**src/rtl/key_debounce.sv**
```systemverilog
// key_debounce: conditions one raw active-low mechanical key.
// The pin is brought into the clk domain through a two-flop synchroniser,
// then a four-state filter only accepts a new level after the synchronised
// key has been stable long enough. Accepted edges produce a clean level on
// po_key and a single-cycle po_press / po_release pulse.
module key_debounce #(
    parameter int CNT_MAX = 999_999,
    parameter int CNT_W   = 20
) (
    input  logic       clk,
    input  logic       rst_n,
    input  logic       pi_key,
    output logic       po_key,
    output logic       po_press,
    output logic       po_release,
    output logic [1:0] po_state
);

    // Filter states; po_state exposes the encoding directly for debug LEDs.
    localparam logic [1:0] IDLE    = 2'd0;
    localparam logic [1:0] FILT_DN = 2'd1;
    localparam logic [1:0] DOWN    = 2'd2;
    localparam logic [1:0] FILT_UP = 2'd3;

    localparam logic [CNT_W-1:0] CNT_LAST = CNT_W'(CNT_MAX);
    localparam logic [CNT_W-1:0] CNT_ONE  = CNT_W'(1);
    localparam logic [CNT_W-1:0] CNT_ZERO = '0;

    // The counter must be able to reach the terminal count.
    if ((64'd1 << CNT_W) <= 64'(CNT_MAX)) begin : g_bad_width
        $error("key_debounce: CNT_W too small for CNT_MAX");
    end

    logic             key_m;
    logic             key_s;
    logic [1:0]       state;
    logic [CNT_W-1:0] cnt;

    // Two-flop synchroniser; both stages reset to the released level so a
    // key held down through reset is seen as a fresh press afterwards.
    always_ff @(posedge clk or negedge rst_n) begin
        if (!rst_n) begin
            key_m <= 1'b1;
            key_s <= 1'b1;
        end else begin
            key_m <= pi_key;
            key_s <= key_m;
        end
    end

    // Debounce filter: a bounce back to the old level aborts the filter and
    // the count restarts from zero on the next attempt, so the stable time is
    // always measured from the last bounce. Pulses self-clear every cycle.
    always_ff @(posedge clk or negedge rst_n) begin
        if (!rst_n) begin
            state      <= IDLE;
            cnt        <= CNT_ZERO;
            po_key     <= 1'b1;
            po_press   <= 1'b0;
            po_release <= 1'b0;
        end else begin
            po_press   <= 1'b0;
            po_release <= 1'b0;
            case (state)
                IDLE: begin
                    cnt <= CNT_ZERO;
                    if (!key_s) begin
                        state <= FILT_DN;
                    end
                end
                FILT_DN: begin
                    if (key_s) begin
                        state <= IDLE;
                        cnt   <= CNT_ZERO;
                    end else if (cnt == CNT_LAST) begin
                        state    <= DOWN;
                        cnt      <= CNT_ZERO;
                        po_key   <= 1'b0;
                        po_press <= 1'b1;
                    end else begin
                        cnt <= cnt + CNT_ONE;
                    end
                end
                DOWN: begin
                    cnt <= CNT_ZERO;
                    if (key_s) begin
                        state <= FILT_UP;
                    end
                end
                FILT_UP: begin
                    if (!key_s) begin
                        state <= DOWN;
                        cnt   <= CNT_ZERO;
                    end else if (cnt == CNT_LAST) begin
                        state      <= IDLE;
                        cnt        <= CNT_ZERO;
                        po_key     <= 1'b1;
                        po_release <= 1'b1;
                    end else begin
                        cnt <= cnt + CNT_ONE;
                    end
                end
                default: begin
                    state <= IDLE;
                    cnt   <= CNT_ZERO;
                end
            endcase
        end
    end

    assign po_state = state;

endmodule

```
**config.mk**
```make
export PLATFORM = sky130hd
export DESIGN_NAME = key_debounce
export DESIGN_NICKNAME = d
export VERILOG_FILES = /design/src/rtl/key_debounce.sv
export SDC_FILE = /design/constraint.sdc
export NUM_CORES = 1
export LEC_CHECK = 0
export ABC_AREA = 0
export BUFFER_PORTS_ARGS = -buffer_cell sky130_fd_sc_hd__buf_2
export CORE_ASPECT_RATIO = 1.25
export CORE_UTILIZATION = 60
export CTS_CLUSTER_SIZE = 12
export DETAILED_ROUTE_END_ITERATION = 16
export PLACE_DENSITY = 0.89
export SLEW_MARGIN = 30
export SYNTH_ARGS = -nofsm -noshare
export SYNTH_HDL_FRONTEND = slang
export SYNTH_SLANG_ARGS = --single-unit
```
**constraint.sdc**
```tcl
create_clock -name clk -period 3.3 [get_ports clk]
set_input_delay 0 -clock clk [delete_from_list [all_inputs] [get_ports clk]]
set_output_delay 0 -clock clk [all_outputs]
set_load 0.01 [all_outputs]
```
; Word level (Yosys, flattened, before mapping)
; Index checks and enable logic that the tools add are counted.
[op_classes]
n_addsub = 1
n_eq_ne = 12
mux = 21
n_reduce_logical = 5
[ops]
columns = operator, count
row1 = $mux 20, 3
row2 = $pmux 20 s3, 1
row3 = $add 20x1->20 const B, 1
row4 = $eq 20x20->1 const B, 1
row5 = $mux 2, 6
row6 = $ne 2x2->1 const B, 6
row7 = $mux 1, 9
row8 = $pmux 2 s4, 1
row9 = $ne 3x3->1 const B, 2
row10 = $reduce_and 5->1, 1
row11 = $eq 2x2->1 const B, 2
row12 = $reduce_and 4->1, 1
row13 = $eq 2x1->1 const B, 1
row14 = $logic_not 2->1, 1
row15 = $pmux 1 s2, 1
row16 = $reduce_bool 2->1, 1
row17 = $reduce_or 2->1, 1
[word_totals]
ff_bits = 27
out_inout_bits = 5
wordCells = 46

; Depth between registers and ports, before layout
[depth]
ltp_word = 4
mapped_depth = 7
mapped_depth_nobuf = 5

; Worst setup path before layout
; No wires, ideal clock.
[synth_timing]
kind = register to register
startpoint = register cnt[0]
endpoint = register cnt[18]
setup_ns = 0.077
arrival_time_ns = 1.748
slack_ns = 1.475
path_stages_with_launch = 6
n_path_buf = 0
cell_sequence = dfrtp_1 -> ha_1 -> nand3_1 -> or3_1 -> or4_1 -> a21oi_1
[synth_via]
elab_chain_len = 4
elab_cells_between_ends = 6
cone_classes = add/sub: 1 / eq/ne: 1 / mux: 4
[synth_rtl]
columns = element, line
row1 = "start, declared", 37  ; logic [CNT_W-1:0] cnt;
row2 = "start signal, assigned", 81  ; cnt <= cnt + CNT_ONE;
row3 = "start signal, assigned", 100  ; cnt <= cnt + CNT_ONE;
row4 = $add 20x1->20 / $eq 20x20->1 (equally long branches), --
row5 = $mux 20 (*), "75, 94"
row6 = "$mux 20, on equally long branches", "91, 72"
row7 = $pmux 20 s3 (*), 64  ; case (state)
; Every way passes the cells marked *; elsewhere a longest branch is shown, timed or not.
; A chain may end at the register's enable or synchronous reset.

; Worst setup path after layout
[layout_timing]
startpoint = register cnt[0]
endpoint = register cnt[2]
; The elaborated chain is that of the path after synthesis.

==> results_dict.tcl <==
set metrics [dict create \
    status "finished, final reports clean" \
    core-area_sq_um 1980 \
    layout_min_cycle_time_ns 2.20 \
    drc 0 \
    regArea_sq_um 679 \
    dp.final_hpwl_mm 1.60 \
    area_growth_pct 7.36 \
    synth_seq_area_share 0.540 \
    crit_start "cnt[0]" \
    post_cts_resized 0 \
    crit_arrival_ns 2.40 \
    power.leakage_nw 0.537 \
    multiInputGateArea_sq_um 548 \
    worst_pin_slew_ns 0.574 \
    diodes 0 \
    grt_setup_unrepaired "false" \
    grt_antenna_before_repair 0 \
    syn_inst 124 \
    reg2reg_from "cnt[0]" \
    slew_headroom 0.617 \
    required_ns 3.50 \
    post_cts_buffers 0 \
    syn_avg_cell_area_sq_um 10.1 \
    finalHoldViolations 0 \
    cts_tree "built" \
    htreeDepth 1 \
    power_w 0.000494 \
    hold_path_class "in -> async" \
    grt_pass1_vias 901 \
    place.gp.congestion 0.861 \
    synth_seq_cells 27 \
    drive_above_1_share 0.134 \
    wl_per_cell_um 14.8 \
    final.setup.tns_ns 0 \
    ctsLongestPathBuffers 2 \
    p_per_area_nw_per_um2 366 \
    synth_warnings 0 \
    yosys-top-cells-area "dfrtp_1, xnor2_1, dfstp_2, nor2_1, nor4_1" \
    die_area_sq_um 2280 \
    dr_total_vias 930 \
    worst_slack_ns 1.10 \
    yosys.area.top_type_share 0.478 \
    worst-setup-path-type "reg -> reg" \
    drt_iter0_drc 13 \
    vias_per_cell 6.04 \
    cts_buffers 3 \
    cts_root_buffer "clkbuf_4" \
    grt_start_max_net_pins 28 \
    grt_pass1_wl_mm 3.71 \
    finClkSkew_ns 0.00379 \
    port_buffers 7 \
    max_freq_mhz 455 \
    yosys.area.top_type "dfrtp_1" \
    cap_violations 0 \
    final_common_cell "dfrtp_1" \
    setup_viol 0 \
    drv_slew 0 \
    whs_ns 0.178 \
    die_x_um 42.9 \
    wl_mm 2.28 \
    nets 139 \
    design.portCount 8 \
    clk_pin_slew_worst_paths_ns 0.13 \
    final_cell_mix "dfrtp_1, nor2_1, xnor2_1" \
    path_max_fanout 19 \
    cts_sinks 27 \
    start_kind "flop" \
    grt_usage 0.223 \
    num_rows 18 \
    finalCritPeriodShare 0.666 \
    clkLatencyLatePin_ns 0.33 \
    die_y_um 53.2 \
    synth_nets 128 \
    initial_utilization 0.634 \
    drtPass1Iterations 4 \
    ys_types 29 \
    crit_path_end_kind "flop" \
    drtAntennaViolNets 0 \
    gr-total-overflow 0 \
    synthesis.area_sq_um 1260 \
    fillCellCount 154 \
    irDropWorstVdd_mv 0.352 \
    place_worst_setup_slack_ns 1.24 \
]
repair_timing:
action	4_1_cts	5_1_grt
endpoints found under the hold margin	25	0
endpoints found under the setup margin	0	0
hold buffers	2	0
flip-flops by register name (all words and copies together), names as in the netlist, named ones only:
signal      flops
key_s           1
cnt            20
po_state        1
po_press        1
key_m           1
po_key          1
po_release      1
final timing paths:
path	to	slack (ns)	depth (start not counted)
max	cnt[2]	1.10	5
max reg2reg	cnt[2]	1.10	5
min	cnt[18]	0.18	2
min reg2reg	key_s	0.37	0
max in group asynchronous	key_m	2.75	2
min in group clk	key_m	0.34	2
cell families (layout without fill, tap and decap cells):
family / count (synthesis) / after routing / synth area share
and+or+nand+nor: 59 / 59 / 0.255
DFF: 27 / 27 / 0.540
AOI/OAI and AO/OA: 17 / 17 / 0.0806
xor gates and xnor gates: 13 / 13 / 0.0905
buffers and inverters: 7 / 17 / 0.0239
adders and majority gates: 1 / 1 / 0.00995
worst max-delay path: stages, from the launching register on:
cell and delay, ns:
dfrtp_1 0.42, ha_1 0.20, nand3_1 0.24, nor4_1 0.53
a21o_1 0.55, nor2_1 0.12
area by class of cell:
| class | count | area share |
|---|---|---|
| clock inverter | 1 | 0.00371 |
| timing repair buffer | 9 | 0.0408 |
| clock buffer | 3 | 0.0167 |
| inverter | 4 | 0.0111 |
| sequential | 27 | 0.503 |
| multi-input combinational | 90 | 0.406 |
| tap | 20 | 0.0185 |
routing by layer:
layer | up-vias | routed length, um | track usage
met5 | - | 0 | 0
met4 | 0 | 61 | 0.121
met3 | 7 | 64 | 0.0239
met2 | 21 | 1210 | 0.394
met1 | 443 | 940 | 0.264
li1 | 459 | - | -
power breakdown:
group,internal [W],switching [W],total (W)
Clock,0.0000455,0.0000934,0.000139
Combinational,0.00000486,0.0000120,0.0000169
Sequential,0.000335,0.00000291,0.000338
Total,0.000385,0.000108,0.000494
stage by stage:
step                std cells   util  cell area, sq um
floorplan                 124      -              1260
global placement          148  0.657              1300
detailed placement        148  0.657              1300
CTS                       154  0.681              1350
global route              154  0.681              1350
finish                    154  0.681              1350
Yosys cell counts:
cell	number
nand3_1	6
nor3_1	2
nor2_1	18
and2_1	2
ha_1	1
o31ai_1	3
dfstp_2	3
inv_1	4
a21oi_1	6
o21a_1	1
nand4_1	2
xnor2_1	12
or3b_2	1
and4_1	1
and3_1	1
buf_2	3
a21o_1	1
nor3_2	1
xor2_1	1
a211o_1	1
nor4_1	5
nand2_1	8
or4_1	4
or3_1	5
nand4_2	1
o21ai_0	5
nand3_2	1
dfrtp_1	24
nor4b_1	1
Note: power is estimated with default switching activity, not from simulation.
